===== src/rtl/mem_port_arbiter.sv =====
`default_nettype none
// ============================================================================
// Module      : mem_port_arbiter
// Description : Serialises the CPU fetch (IF) and load/store (D) ports onto a
//               single memory handshake. D has priority, and a burst counter
//               bounds how long IF can be held off.
// Revision    : 1.0 - initial release
// ============================================================================
module mem_port_arbiter #(
    parameter int ADDR_W         = 32,
    parameter int DATA_W         = 32,
    parameter int MAX_DATA_BURST = 4
) (
    input  logic              clk,
    input  logic              rst,
    input  logic              if_req,
    input  logic [ADDR_W-1:0] if_addr,
    output logic [DATA_W-1:0] if_rdata,
    output logic              if_ack,
    output logic              if_stall,
    input  logic              d_req,
    input  logic              d_we,
    input  logic [ADDR_W-1:0] d_addr,
    input  logic [DATA_W-1:0] d_wdata,
    input  logic [3:0]        d_be,
    output logic [DATA_W-1:0] d_rdata,
    output logic              d_ack,
    output logic              d_stall,
    output logic              mem_req,
    output logic              mem_we,
    output logic [ADDR_W-1:0] mem_addr,
    output logic [DATA_W-1:0] mem_wdata,
    output logic [3:0]        mem_be,
    input  logic [DATA_W-1:0] mem_rdata,
    input  logic              mem_ready
);

    localparam int                CNT_W       = $clog2(MAX_DATA_BURST + 1);
    localparam logic [CNT_W-1:0]  C_BURST_MAX = CNT_W'(MAX_DATA_BURST);

    typedef enum logic [1:0] {
        IDLE    = 2'd0,
        BUSY_IF = 2'd1,
        BUSY_D  = 2'd2,
        RESP    = 2'd3
    } state_t;

    state_t              state_q,     state_d;
    logic [CNT_W-1:0]    burst_cnt_q, burst_cnt_d;
    logic                mem_req_q,   mem_req_d;
    logic                mem_we_q,    mem_we_d;
    logic [ADDR_W-1:0]   mem_addr_q,  mem_addr_d;
    logic [DATA_W-1:0]   mem_wdata_q, mem_wdata_d;
    logic [3:0]          mem_be_q,    mem_be_d;
    logic                if_ack_q,    if_ack_d;
    logic                d_ack_q,     d_ack_d;
    logic [DATA_W-1:0]   if_rdata_q,  if_rdata_d;
    logic [DATA_W-1:0]   d_rdata_q,   d_rdata_d;

    logic                w_burst_full;
    logic                w_grant_d;
    logic                w_grant_if;

    // IF only overtakes a pending D once D has used up its burst allowance.
    assign w_burst_full = (burst_cnt_q == C_BURST_MAX);
    assign w_grant_d    = d_req & ~(if_req & w_burst_full);
    assign w_grant_if   = if_req & ~w_grant_d;

    always_comb begin
        state_d     = state_q;
        burst_cnt_d = burst_cnt_q;
        mem_req_d   = mem_req_q;
        mem_we_d    = mem_we_q;
        mem_addr_d  = mem_addr_q;
        mem_wdata_d = mem_wdata_q;
        mem_be_d    = mem_be_q;
        if_ack_d    = 1'b0;
        d_ack_d     = 1'b0;
        if_rdata_d  = if_rdata_q;
        d_rdata_d   = d_rdata_q;

        case (state_q)
            IDLE: begin
                if (w_grant_d) begin
                    mem_req_d   = 1'b1;
                    mem_we_d    = d_we;
                    mem_addr_d  = d_addr;
                    mem_wdata_d = d_wdata;
                    mem_be_d    = d_be;
                    state_d     = BUSY_D;
                    if (!if_req) begin
                        burst_cnt_d = '0;
                    end else if (!w_burst_full) begin
                        burst_cnt_d = burst_cnt_q + 1'b1;
                    end
                end else if (w_grant_if) begin
                    mem_req_d   = 1'b1;
                    mem_we_d    = 1'b0;
                    mem_addr_d  = if_addr;
                    mem_be_d    = 4'b1111;
                    burst_cnt_d = '0;
                    state_d     = BUSY_IF;
                end
            end
            BUSY_IF: begin
                if (mem_ready) begin
                    mem_req_d  = 1'b0;
                    if_ack_d   = 1'b1;
                    if_rdata_d = mem_rdata;
                    state_d    = RESP;
                end
            end
            BUSY_D: begin
                if (mem_ready) begin
                    mem_req_d = 1'b0;
                    d_ack_d   = 1'b1;
                    if (!mem_we_q) begin
                        d_rdata_d = mem_rdata;
                    end
                    state_d   = RESP;
                end
            end
            RESP: begin
                state_d = IDLE;
            end
            default: begin
                state_d = IDLE;
            end
        endcase
    end

    always_ff @(posedge clk or negedge rst) begin
        if (!rst) begin
            state_q     <= IDLE;
            burst_cnt_q <= '0;
            mem_req_q   <= 1'b0;
            mem_we_q    <= 1'b0;
            mem_addr_q  <= '0;
            mem_wdata_q <= '0;
            mem_be_q    <= 4'b0000;
            if_ack_q    <= 1'b0;
            d_ack_q     <= 1'b0;
            if_rdata_q  <= '0;
            d_rdata_q   <= '0;
        end else begin
            state_q     <= state_d;
            burst_cnt_q <= burst_cnt_d;
            mem_req_q   <= mem_req_d;
            mem_we_q    <= mem_we_d;
            mem_addr_q  <= mem_addr_d;
            mem_wdata_q <= mem_wdata_d;
            mem_be_q    <= mem_be_d;
            if_ack_q    <= if_ack_d;
            d_ack_q     <= d_ack_d;
            if_rdata_q  <= if_rdata_d;
            d_rdata_q   <= d_rdata_d;
        end
    end

    assign mem_req   = mem_req_q;
    assign mem_we    = mem_we_q;
    assign mem_addr  = mem_addr_q;
    assign mem_wdata = mem_wdata_q;
    assign mem_be    = mem_be_q;
    assign if_ack    = if_ack_q;
    assign d_ack     = d_ack_q;
    assign if_rdata  = if_rdata_q;
    assign d_rdata   = d_rdata_q;
    assign if_stall  = if_req & ~if_ack_q;
    assign d_stall   = d_req & ~d_ack_q;

endmodule
`default_nettype wire


===== config.mk =====
export PLATFORM = sky130hd
export DESIGN_NAME = mem_port_arbiter
export DESIGN_NICKNAME = d
export VERILOG_FILES = /design/src/rtl/mem_port_arbiter.sv
export SDC_FILE = /design/constraint.sdc
export NUM_CORES = 1
export LEC_CHECK = 0
export ABC_AREA = 1
export BUFFER_PORTS_ARGS = -buffer_cell sky130_fd_sc_hd__buf_2
export CORE_ASPECT_RATIO = 1.4
export CORE_MARGIN = 3
export CORE_UTILIZATION = 40
export CTS_BUF_LIST = sky130_fd_sc_hd__clkbuf_4 sky130_fd_sc_hd__clkbuf_8
export CTS_CLUSTER_DIAMETER = 150
export CTS_CLUSTER_SIZE = 10
export DETAILED_ROUTE_END_ITERATION = 12
export GPL_TIMING_DRIVEN = 1
export MAX_ROUTING_LAYER = met4
export PLACE_DENSITY_LB_ADDON = 0.25
export SLEW_MARGIN = 40
export SYNTH_ARGS = -nofsm -noshare
export SYNTH_HDL_FRONTEND = slang
export SYNTH_SLANG_ARGS = --single-unit

===== constraint.sdc =====
create_clock -name clk -period 2.8 [get_ports clk]
set_input_delay 0.56 -clock clk [delete_from_list [all_inputs] [get_ports clk]]
set_output_delay 0.56 -clock clk [all_outputs]
set_load 0.02 [all_outputs]

**Word level (Yosys, flattened, before mapping)**

Index checks and enable logic that the tools add are counted.

- Register bits after elaboration: 141
- Bits of input ports: 138
- Output and inout bits: 138
- Word-level logic and storage cells: 61

- Add/sub/neg operators: 1
- Eq/ne operators: 7
- Mux-type cells: 21
- Bitwise logic cells: 10
- Reductions and logical operators: 11

Operators with widths:

| kind | number |
|---|---|
| $mux 32 | 2 |
| $mux 3 | 4 |
| $reduce_and 3->1 | 3 |
| $mux 1 | 8 |
| $mux 4 | 2 |
| $reduce_and 2->1 | 4 |
| $mux 2 | 3 |
| $ne 3x3->1 const B | 2 |
| $pmux 2 s3 | 1 |
| $and 1x1->1 | 5 |
| $not 1->1 | 5 |
| $eq 2x2->1 const B | 2 |
| $reduce_bool 2->1 | 2 |
| $add 3x1->3 const B | 1 |
| $eq 3x3->1 const B | 1 |
| $eq 2x1->1 const B | 1 |
| $logic_not 2->1 | 1 |
| $ne 2x1->1 const B | 1 |
| $pmux 1 s2 | 1 |
| $reduce_or 2->1 | 1 |

**Logic depth before layout (Yosys ltp)**

- Depth after elaboration: 9
- Mapped depth: 9
- Depth with buffers taken out: 8

**Least setup slack after synthesis**

OpenSTA, ideal clock, no wires.

- Path type: input port to output port
- Start point: input port d_req
- End point: output port d_stall
- Data arrival time: 1,267 ps
- Data required time: 2,240 ps
- Slack: 973 ps
- Stages on the path: 4
- Buffers on the path: 2
- Cell sequence: buf_2 -> buf_2 -> inv_1 -> nor2_1

- Word-level cells in the longest chain between the ends: 1

Ends and longest elaborated chain:

| what | RTL line | RTL |
|---|---|---|
| start: declaration | 21 | `input logic d_req,` |
| $and 1x1->1 | 170 | `assign d_stall = d_req & ~d_ack_q;` |
| end: declaration | 28 | `output logic d_stall,` |

Every way passes these cells.

**Final worst setup path**

- Start point: register burst_cnt_q[0]
- End point: register mem_wdata_q[2] (netlist: mem_wdata[2])

- Word-level cells in the longest chain between the ends: 5

Ends and longest elaborated chain:

| what | RTL line | RTL |
|---|---|---|
| start: declaration | 49 | `logic [CNT_W-1:0] burst_cnt_q, burst_cnt_d;` |
| start signal: assignment | 147 | `burst_cnt_q <= burst_cnt_d;` |
| $eq 3x3->1 | 65 | `assign w_burst_full = (burst_cnt_q == C_BURST_MAX);` |
| $and 1x1->1 | 66 | `assign w_grant_d = d_req & ~(if_req & w_burst_full);` |
| $not 1->1 | 66 |  |
| $and 1x1->1 | 66 |  |
| $reduce_and 2->1 (no line) | - |  |
| end signal: assignment | 151 | `mem_wdata_q <= mem_wdata_d;` |
| end: declaration | 53 | `logic [DATA_W-1:0] mem_wdata_q, mem_wdata_d;` |

Every way passes these cells.
A chain may end at the register's enable or synchronous reset.

==> results.yml <==
floorplanning:
  fp.coreArea_mm2: 0.01470
  die_area_mm2: 0.01687
  initial_core_util_pct: 41.69
  die_w_um: 110.6
  io_pins: 276
  rows: 52
  dieHeight_um: 152.5
global_routing:
  grt_pass1_wl_um: 26400
  grt.total_usage_pct: 19.65
  grt_overflow: 0
  grt_start_max_net_pins: 66
  grt_pass1_vias: 5415
  antenna_found_initial: 0
worst_setup_path:
  required_ns: 3.10
  timing.critical_path.fanout_max: 33
  arrival_ns: 2.22
  cp_slowest_stage_delay_ns: 0.41
  path_class: "register to register"
  crit_chain: "inv_1 > ha_1 > nand3_2 > nand3_2 > buf_4 > inv_2 > nand2_1 > nand2_1"
  cp.buffers_inverters: 3
  cpMaxStageDelayCell: "dfrtp_1"
  cp-end-kind: "register"
  critPathTopFamily: "buffers and inverters"
  start_kind: "register"
clock_tree:
  cts_hold_buf: 0
  post_cts.repair.setup_buffers: 0
  cts-buffers-inserted: 17
  clk_latency_ns: 0.42
  cts-root-buf: "clkbuf_8"
  clkSlewWorstSetupHoldPaths_ns: 0.10
  post_cts_resized: 0
  htree_levels: 4
  cts_tree: "done"
  cts_buffer_depth: 2
  clock-sinks: 141
sta:
  relSlewSlack_pct: 57.34
  rsz0062_at_grt: "no"
  finalCriticalPeriod_ns: 1.920
  fin_tns_setup_ns: 0
  finalSetupViolations: 0
  tightest_slew_ns: 0.6389
  clock-skew-final_ns: 0.01544
  drv_slew: 0
  hold_viol: 0
  finalCritPeriodShare_pct: 68.57
  fmax_ghz: 0.5208
pwr:
  peakVddDrop_v: 0.0004942
  p_leak_nw: 4.846
  power_per_cell_area_mw_per_mm2: 1143
finish:
  final_area_mm2: 0.007993
  fin_nets: 1148
  syn_to_final_growth_pct: 30.39
  drive_gt1_share_pct: 31.99
  antenna_cells: 0
synth:
  yosysUniqueCellTypes: 22
  yosysWarningCount: 0
  synth_cells: 739
  netlist_area_mm2: 0.006130
  synth_nets: 884
  ys_ff_latch: 141
  yosysSeqAreaShare_pct: 57.56
  synth_area_per_cell_um2: 8.294
drt:
  wl_per_cell_um: 13.53
  num_vias: 5541
  vias_per_cell: 4.598
  detail-route-antenna-nets: 0
  drt_first_pass_iters: 4
  drtIter0Drc: 319
  drc: 0
  drt_wl_total_um: 16310
status:
  status: "completed"
placement:
  placed_area_mm2: 0.007631
  io_buffers: 275
  hpwl_um: 11950
  gp_congestion: 0.8041
worst_hold_path:
  min_path_type: "input pin to asynchronous set/reset pin"
run:
  maxCapViolations: 0
==> worst reg2reg max path, stage by stage (launching register included) <==
cell and delay [ns]:
dfrtp_1 0.41, inv_1 0.07, ha_1 0.18, nand3_2 0.20, nand3_2 0.11, buf_4 0.33, inv_2 0.30, nand2_1 0.14
nand2_1 0.06
==> worst paths after layout <==
check	from	to	slack (ns)	cells past startpoint
max reg2reg	burst_cnt_q[0]$_DFFE_PN0P_	mem_wdata[2]$_DFFE_PN0P_	0.88	8
min in group clk	d_wdata[24]	mem_wdata[24]$_DFFE_PN0P_	0.34	3
min	rst	mem_addr[3]$_DFFE_PN0P_	0.11	1
min reg2reg	mem_wdata[30]$_DFFE_PN0P_	mem_wdata[30]$_DFFE_PN0P_	0.48	2
max	burst_cnt_q[0]$_DFFE_PN0P_	mem_wdata[2]$_DFFE_PN0P_	0.88	8
max in group asynchronous	rst	mem_wdata[13]$_DFFE_PN0P_	1.99	2
==> power breakdown <==
| group | switching [mW] | leakage [nW] | internal [mW] |
|---|---|---|---|
| Clock | 0.858 | 0.174 | 0.642 |
| Combinational | 2.77 | 2.92 | 1.35 |
| Sequential | 0.518 | 1.75 | 2.99 |
| Total | 4.14 | 4.85 | 4.99 |
==> layout make-up <==
cell class | instances | area, µm²
clock buffers | 17 | 234.0
clock inverters | 15 | 127.6
fillers | 1512 | 6711
inverters | 114 | 427.9
multi-input cells | 446 | 1958
flip-flops and latches | 141 | 3528
well taps | 189 | 236.5
repair buffers | 283 | 1480
==> cell usage after synthesis, drive strengths merged <==
library cell	count	share of area, %
nor2	5	0.47
inv	114	7.0
o22ai	1	0.10
buf	29	3.1
nand4	3	0.31
dfrtp	141	58
or2	1	0.10
nand2	289	18
a21oi	1	0.082
nand3	69	5.8
o21ai	70	5.7
ha	7	1.4
clkbuf	9	0.55
==> layer usage <==
layer	routed length, µm	GRT usage [%]	up-vias
met1	6632	23.09	2490
met5	0	-	-
met3	947	4.211	46
li1	-	-	2773
met4	610	8.979	0
met2	8115	32.29	232
==> registers in the layout (all words and copies together) (netlist names) <==
name	count
d_ack	1
mem_wdata	32
state_q	2
mem_we	1
d_rdata	32
mem_addr	32
mem_be	4
burst_cnt_q	3
if_rdata	32
if_ack	1
mem_req	1
==> cells in the final DEF (no fill, tap or decap) <==
| cell | n |
|---|---|
| buf_2 | 274 |
| or2_2 | 1 |
| nor2_4 | 1 |
| clkbuf_8 | 17 |
| a21oi_1 | 1 |
| inv_8 | 2 |
| nor2_1 | 3 |
| o21ai_0 | 44 |
| nand4_1 | 3 |
| buf_6 | 1 |
| nand3_2 | 2 |
| clkinv_2 | 1 |
| ha_1 | 7 |
| inv_1 | 111 |
| dfrtp_1 | 141 |
| clkinv_4 | 2 |
| nor2_2 | 1 |
| o21ai_1 | 26 |
| clkinvlp_4 | 4 |
| nand3_1 | 67 |
| buf_4 | 5 |
| inv_2 | 3 |
| o22ai_1 | 1 |
| inv_6 | 6 |
| buf_12 | 3 |
| nand2_1 | 287 |
| nand2_4 | 2 |
==> stage by stage <==
stage               std cells  hold WS [ns]  setup WS [ns]  util (%)  power [mW]
floorplan                 739        0.2644         0.9735         -       6.206
global placement         1173        0.4592         0.8037     51.86       7.648
detailed placement       1173        0.4600         0.7672     51.90       7.737
CTS                      1205        0.1305         0.8388     54.36       9.275
global route             1205        0.1394         0.6906     54.36       9.851
finish                   1205        0.1104         0.8800     54.36       9.134
==> cell families (layout without fill, tap and decap cells) <==
logic type | after synthesis | in the layout | share of synthesized area, %
AOI/OAI and AO/OA | 72 | 72 | 5.899
buffers and inverters | 152 | 429 | 10.61
and+or+nand+nor | 367 | 367 | 24.49
DFF | 141 | 141 | 57.56
adders and majority gates | 7 | 7 | 1.429
Note: power is estimated with default switching activity, not from simulation.
